## src/rtl/chunk_serial_adder.sv

```systemverilog
// chunk_serial_adder
//   Multi-cycle ripple-carry adder/subtractor. WIDTH-bit operands are summed
//   CHUNK bits per clock, with the carry held in a register between chunks.
//   The result appears N = WIDTH/CHUNK cycles after the operands are accepted.
//
// Ports
//   clk, rst_n            rising-edge clock, asynchronous active-low reset
//   in_valid / in_ready   operand handshake (in_ready high only in IDLE)
//   a, b                  WIDTH-bit operands
//   cin                   carry-in for addition (ignored when sub=1)
//   sub                   0: s = a + b + cin, 1: s = a - b
//   out_valid / out_ready result handshake (out_valid high only in DONE)
//   s                     WIDTH-bit sum/difference, wraps modulo 2^WIDTH
//   cout                  carry out of the MSB (for sub: 1 = no borrow)
//   ovf                   signed overflow
//   busy                  high in RUN or DONE
module chunk_serial_adder #(
  parameter int WIDTH = 16,
  parameter int CHUNK = 2
) (
  input  logic             clk,
  input  logic             rst_n,
  input  logic             in_valid,
  output logic             in_ready,
  input  logic [WIDTH-1:0] a,
  input  logic [WIDTH-1:0] b,
  input  logic             cin,
  input  logic             sub,
  output logic             out_valid,
  input  logic             out_ready,
  output logic [WIDTH-1:0] s,
  output logic             cout,
  output logic             ovf,
  output logic             busy
);

  localparam int N  = WIDTH / CHUNK;
  localparam int IW = (N > 1) ? $clog2(N) : 1;

  if (CHUNK < 1 || CHUNK > WIDTH || (WIDTH % CHUNK) != 0) begin : g_bad_param
    $error("chunk_serial_adder: WIDTH must be a positive multiple of CHUNK");
  end

  typedef enum logic [1:0] {
    IDLE,
    RUN,
    DONE
  } state_t;

  state_t state, state_nxt;

  logic [WIDTH-1:0] a_q, b_q;
  logic             carry;
  logic [IW-1:0]    idx;
  logic             last;
  logic             accept;
  logic [CHUNK:0]   csum;
  logic [WIDTH-1:0] s_nxt;
  logic             msb_cin;

  assign in_ready  = (state == IDLE);
  assign out_valid = (state == DONE);
  assign busy      = (state != IDLE);
  assign accept    = in_valid && (state == IDLE);
  assign last      = (idx == IW'(N - 1));

  // Operands are shifted right each RUN cycle so the active chunk always sits
  // in the low CHUNK bits; the result is shifted in from the top, so after N
  // cycles every chunk lands in its own slot s[idx*CHUNK +: CHUNK].
  always_comb begin
    csum  = {1'b0, a_q[CHUNK-1:0]} + {1'b0, b_q[CHUNK-1:0]} + {{CHUNK{1'b0}}, carry};
    s_nxt = s >> CHUNK;
    s_nxt[WIDTH-1 -: CHUNK] = csum[CHUNK-1:0];
    // Carry into the top bit of this chunk, recovered from its sum bit.
    msb_cin = a_q[CHUNK-1] ^ b_q[CHUNK-1] ^ csum[CHUNK-1];
  end

  always_ff @(posedge clk or negedge rst_n) begin
    if (!rst_n) begin
      state <= IDLE;
    end else begin
      state <= state_nxt;
    end
  end

  always_comb begin
    state_nxt = state;
    case (state)
      IDLE:    if (in_valid) state_nxt = RUN;
      RUN:     if (last) state_nxt = DONE;
      DONE:    if (out_ready) state_nxt = IDLE;
      default: state_nxt = IDLE;
    endcase
  end

  always_ff @(posedge clk or negedge rst_n) begin
    if (!rst_n) begin
      a_q   <= '0;
      b_q   <= '0;
      carry <= 1'b0;
      idx   <= '0;
      s     <= '0;
      cout  <= 1'b0;
      ovf   <= 1'b0;
    end else if (accept) begin
      a_q   <= a;
      b_q   <= sub ? ~b : b;
      carry <= sub | cin;
      idx   <= '0;
      s     <= '0;
    end else if (state == RUN) begin
      a_q   <= a_q >> CHUNK;
      b_q   <= b_q >> CHUNK;
      carry <= csum[CHUNK];
      s     <= s_nxt;
      idx   <= idx + IW'(1);
      if (last) begin
        cout <= csum[CHUNK];
        ovf  <= csum[CHUNK] ^ msb_cin;
      end
    end
  end

endmodule
```

## config.mk

```make
export PLATFORM = sky130hd
export DESIGN_NAME = chunk_serial_adder
export DESIGN_NICKNAME = d
export VERILOG_FILES = /design/src/rtl/chunk_serial_adder.sv
export SDC_FILE = /design/constraint.sdc
export NUM_CORES = 1
export LEC_CHECK = 0
export BUFFER_PORTS_ARGS = -buffer_cell sky130_fd_sc_hd__buf_4
export CELL_PAD_IN_SITES_DETAIL_PLACEMENT = 2
export CELL_PAD_IN_SITES_GLOBAL_PLACEMENT = 2
export CORE_UTILIZATION = 37
export CTS_BUF_LIST = sky130_fd_sc_hd__clkbuf_2 sky130_fd_sc_hd__clkbuf_4 sky130_fd_sc_hd__clkbuf_8
export CTS_CLUSTER_SIZE = 14
export DETAILED_ROUTE_END_ITERATION = 16
export GPL_TIMING_DRIVEN = 1
export PLACE_DENSITY_LB_ADDON = 0.1
export SKIP_CTS_REPAIR_TIMING = 1
export SYNTH_ARGS = -nofsm -noshare
export SYNTH_HDL_FRONTEND = slang
export SYNTH_SLANG_ARGS = --single-unit
```

## constraint.sdc

```tcl
create_clock -name clk -period 4.4 [get_ports clk]
set_input_delay 0.66 -clock clk [delete_from_list [all_inputs] [get_ports clk]]
set_output_delay 0.66 -clock clk [all_outputs]
set_load 0.005 [all_outputs]
```

Word level (Yosys, flattened, before mapping)
Cells that the tools add are included.
{"block": "op_classes", "reduce_logical": 6, "bitwise_logic": 6, "eq_ne": 6, "muxes": 15, "n_addsub": 3}
{"op": "$mux 16", "count": 7}
{"op": "$not 16->16", "count": 1}
{"op": "$mux 2", "count": 3}
{"op": "$mux 3", "count": 2}
{"op": "$pmux 2 s3", "count": 1}
{"op": "$reduce_and 3->1", "count": 2}
{"op": "$ne 2x2->1 const B", "count": 2}
{"op": "$reduce_bool 2->1", "count": 2}
{"op": "$add 2x2->3", "count": 1}
{"op": "$add 3x1->3", "count": 1}
{"op": "$add 3x1->3 const B", "count": 1}
{"op": "$eq 3x3->1 const B", "count": 1}
{"op": "$xor 1x1->1", "count": 3}
{"op": "$eq 2x1->1 const B", "count": 1}
{"op": "$eq 2x2->1 const B", "count": 1}
{"op": "$logic_not 2->1", "count": 1}
{"op": "$mux 1", "count": 2}
{"op": "$ne 2x1->1 const B", "count": 1}
{"op": "$logic_and 1x1->1", "count": 1}
{"op": "$not 1->1", "count": 1}
{"op": "$or 1x1->1", "count": 1}
{"block": "word_totals", "output_inout_bits": 21, "register_bits": 56}

Depth between registers and ports, before layout
{"block": "logic_depth", "depth_word": 4, "mapped_depth": 7, "mapped_depth_nobuf": 7}

Worst setup path after synthesis
OpenSTA, ideal clock, no wires.
{"block": "synth_path", "kind": "flip-flop to flip-flop", "from": "register a_q[0]", "to": "register ovf", "synth_period_minus_slack_ns": 1.623, "n_path_buf": 0, "stages_incl_launch_ff": 7, "slack_ns": 2.777, "setup_time_ns": 0.128, "t_required_ns": 4.272, "arrival_ns": 1.495, "cell_sequence": "dfrtp_1 > inv_1 > fa_1 > inv_1 > fa_1 > xnor2_1 > o21ai_0"}
{"block": "synth_via", "elab_chain_len": 4}
{"item": "from (decl)", "line_no": "52", "rtl": "logic [WIDTH-1:0] a_q, b_q;"}
{"item": "from (signal assigned)", "line_no": "112", "rtl": "a_q <= a_q >> CHUNK;"}
{"item": "$add 2x2->3 (*)", "line_no": "71", "rtl": "csum = {1'b0, a_q[CHUNK-1:0]} + {1'b0, b_q[CHUNK-1:0]} + {{CHUNK{1'b0}}, carry};"}
{"item": "$add 3x1->3 (*)", "line_no": "71"}
{"item": "$xor 1x1->1", "line_no": "75", "rtl": "msb_cin = a_q[CHUNK-1] ^ b_q[CHUNK-1] ^ csum[CHUNK-1];"}
{"item": "$xor 1x1->1 (*)", "line_no": "119", "rtl": "ovf <= csum[CHUNK] ^ msb_cin;"}
{"item": "to (signal assigned)", "line_no": "119"}
{"item": "to (decl)", "line_no": "33", "rtl": "output logic ovf,"}
Every way passes the cells marked *; elsewhere a longest branch is shown, timed or not.
A chain may end at the register's enable or synchronous reset.

Worst setup path after layout
{"block": "layout_path", "from": "register state[0]", "to": "register b_q[5]"}
{"block": "layout_via", "elab_chain_len": 3, "word_cells_on_any_way": 5}
{"item": "from (decl)", "line_no": "50", "rtl": "state_t state, state_nxt;"}
{"item": "from (signal assigned)", "line_no": "82", "rtl": "state <= state_nxt;"}
{"item": "$logic_not 2->1", "line_no": "64", "rtl": "assign accept = in_valid && (state == IDLE);"}
{"item": "$logic_and 1x1->1", "line_no": "64"}
{"item": "$mux 16 or $reduce_bool 2->1 (tied branches)"}
{"item": "to (signal assigned)", "line_no": "107", "rtl": "b_q <= sub ? ~b : b;"}
{"item": "to (signal assigned)", "line_no": "113", "rtl": "b_q <= b_q >> CHUNK;"}
{"item": "to (decl)", "line_no": "52"}
Several ways; a longest one is shown, not always the timed one.

==> flow_summary.toml <==
[global_routing]
grt_antenna_before_repair = 0
grt_pass1_vias = 2400
grt_usage_pct = 19.8
grt_start_max_net_pins = 57
overflow = 0
grt_pass1_wl_um = 11900

[yosys]
synth.largest_area_cell = "dfrtp_1"
synth_compound_gate_area_share_pct = 14.8
netlist.area_leader.share_pct = 51.7
synth.distinct_cells = 31
netlist_top_cells_area = "dfrtp_1 52%, nand2_1 11%, a22oi_1 4.2%"
seq_area_frac_synth_pct = 51.7
ys_ff_latch = 56
syn_inst = 283
synth_xor_area_share_pct = 5.82
yosysWarnings = 0
synth.net_count = 326
avgSynthCellArea_sq_um = 9.58
synthAdderAreaFrac_pct = 2.86
netlist_area_sq_um = 2710
synth_top_family_by_area = "simple AND/OR/NAND/NOR gates"
synth-simple-area-share_pct = 18.8
synth_mux_area_share_pct = 0.416

[clocking]
clkTransAtPathRegs_ns = 0.11
htree_levels = 2
cts_buffer_depth = 2
clock_sinks = 56
clockRootBuffer = "clkbuf_8"
clkLatencyLatePin_ns = 0.31
cts_buffers = 5
tritoncts = "yes"

[detailed_routing]
first_iter_violations = 61
drc = 0
drt-total-wl_um = 7040
ant_nets = 0
vias_per_cell = 5.14
avgRoutedWirePerCell_um = 16.5
drt_pass1_iterations = 3
vias = 2191

[worst_setup_path]
worstSetupPathType = "flip-flop to flip-flop"
critical_path_required_ns = 4.63
cp_cell_sequence = "nor2b_2 > nand2_1 > a31oi_1"
crit_buf_inv = 0
cpPeakStageDelay_ns = 1.04
critPathSlowestCell = "nor2b_2"
end_kind = "flip-flop"
cp_top_family = "simple AND/OR/NAND/NOR gates"
crit_arrival_ns = 2.71
worstReg2RegStart = "state[0]$_DFFE_PN0P_"
ff2ff_setup_slack_ns = 1.92
crit_start = "state[0]$_DFFE_PN0P_"
start_kind = "flip-flop"
crit_fanout = 31

[place]
io_buffers = 58
dpl_cell_area_sq_um = 3160
gp_congestion = 0.706
hpwl_um = 4860
dp.cells = 418

[finish]
layout_common_cells = "80 x nand2_1, 61 x buf_4, 56 x dfrtp_1"
layout_commonest_cell = "nand2_1"
drive_gt1_share_pct = 24.2
fin_area_sq_um = 3280
antenna_cells = 0
fill_cells = 776
area_growth_pct = 21.1
nNetsFinal = 372
fin_cells = 426
register_area_sq_um = 1400
multi_input_area_sq_um = 1160

[power_and_ir_drop]
ir_drop_mv = 0.200
cellPowerDensity_nw_per_um2 = 652
p_leak_uw = 0.00157

[timing]
finalSetupViolCount = 0
fin_skew_ns = 0.0132
hold_viol = 0
rsz0062_at_grt = "no"
final.min_clock_period_ns = 2.48
relSlewSlack_pct = 25.5
maxSlewViolCount = 0
worst_slew_pin_slew_ns = 1.11
tns_ns = 0
fmax_ghz = 0.404
finalCritPeriodShare_pct = 56.3

[floorplanning]
fp-row-count = 30
ios = 59
die-area_sq_um = 7670
die_w_um = 87.6
fp.dieH_um = 87.6
floorplan.initialDensity_pct = 39.0
core_sq_um = 6940

[job]
drv_cap = 0

[outcome]
outcome = "finished clean"

[min_path]
hp-class = "primary input to async pin"
[flip-flops by register name, summed over array words and instances, names as in the netlist]
| signal | count |
|---|---|
| ovf | 1 |
| s | 16 |
| carry | 1 |
| a_q | 16 |
| cout | 1 |
| state | 2 |
| idx | 3 |
| b_q | 16 |
[area by class of cell]
cell class | instances | share of cell area (%)
clock inverters | 2 | 1.18
repair buffers | 61 | 13.9
multi-input cells | 199 | 35.3
clock buffers | 6 | 2.52
inverters | 6 | 0.686
flip-flops and latches | 56 | 42.7
well taps | 96 | 3.66
[through the flow]
stage               setup WS, ns  hold slack, ns  utilization [%]  total power [uW]
finish                      1.92           0.405             47.3              2140
floorplan                   2.78           0.364                -              1470
global placement            1.99           0.461             45.5              1730
global route                1.65           0.449             47.3              2320
detailed placement          1.84           0.476             45.5              1800
CTS                         1.82           0.422             47.3              2190
[worst paths after layout]
kind                                       to  depth (start not counted)
max                        b_q[5]$_DFFE_PN0P_                          3
min                        b_q[2]$_DFFE_PN0P_                          1
max reg2reg                b_q[5]$_DFFE_PN0P_                          3
min reg2reg                a_q[7]$_DFFE_PN0P_                          2
max in group asynchronous  a_q[8]$_DFFE_PN0P_                          1
min in group clk           a_q[7]$_DFFE_PN0P_                          2
[Yosys cell counts]
| cell | count |
|---|---|
| a21oi_1 | 1 |
| a22oi_1 | 15 |
| a2bb2oi_1 | 2 |
| a31oi_1 | 7 |
| and2b_1 | 1 |
| buf_1 | 2 |
| buf_2 | 7 |
| buf_4 | 1 |
| buf_6 | 3 |
| buf_8 | 1 |
| clkbuf_1 | 8 |
| dfrtp_1 | 56 |
| fa_1 | 2 |
| ha_1 | 3 |
| inv_1 | 6 |
| mux2_2 | 1 |
| nand2_1 | 80 |
| nand2b_1 | 2 |
| nand3_1 | 22 |
| nand3b_1 | 1 |
| nor2_1 | 8 |
| nor2b_1 | 3 |
| nor3b_1 | 1 |
| o21ai_0 | 19 |
| o21ai_1 | 3 |
| o21bai_1 | 1 |
| o221ai_2 | 7 |
| or2_2 | 1 |
| or3b_1 | 1 |
| xnor2_1 | 10 |
| xor2_1 | 8 |
[layer usage]
metal | up-vias | global-route usage, % | part of all wire, %
li1 | 1040 | - | -
met1 | 1115 | 25.9 | 46
met2 | 36 | 35.7 | 52
met3 | 0 | 3.02 | 2.4
met4 | 0 | 2.68 | 0
met5 | - | 0 | 0
[kinds of logic after synthesis]
family	count (synthesis)
adder cells (fa/ha/maj)	5
flip-flops	56
buffers and inverters	28
multiplexers	1
AND/OR/NAND/NOR	120
AO/OA/AOI/OAI	55
XOR/XNOR	18
[report_power, final]
group          internal (uW)  switching [uW]  total (uW)
clock network            187             174         360
registers                729             180         909
logic                    385             485         870
Note: power is estimated with default switching activity, not from simulation.
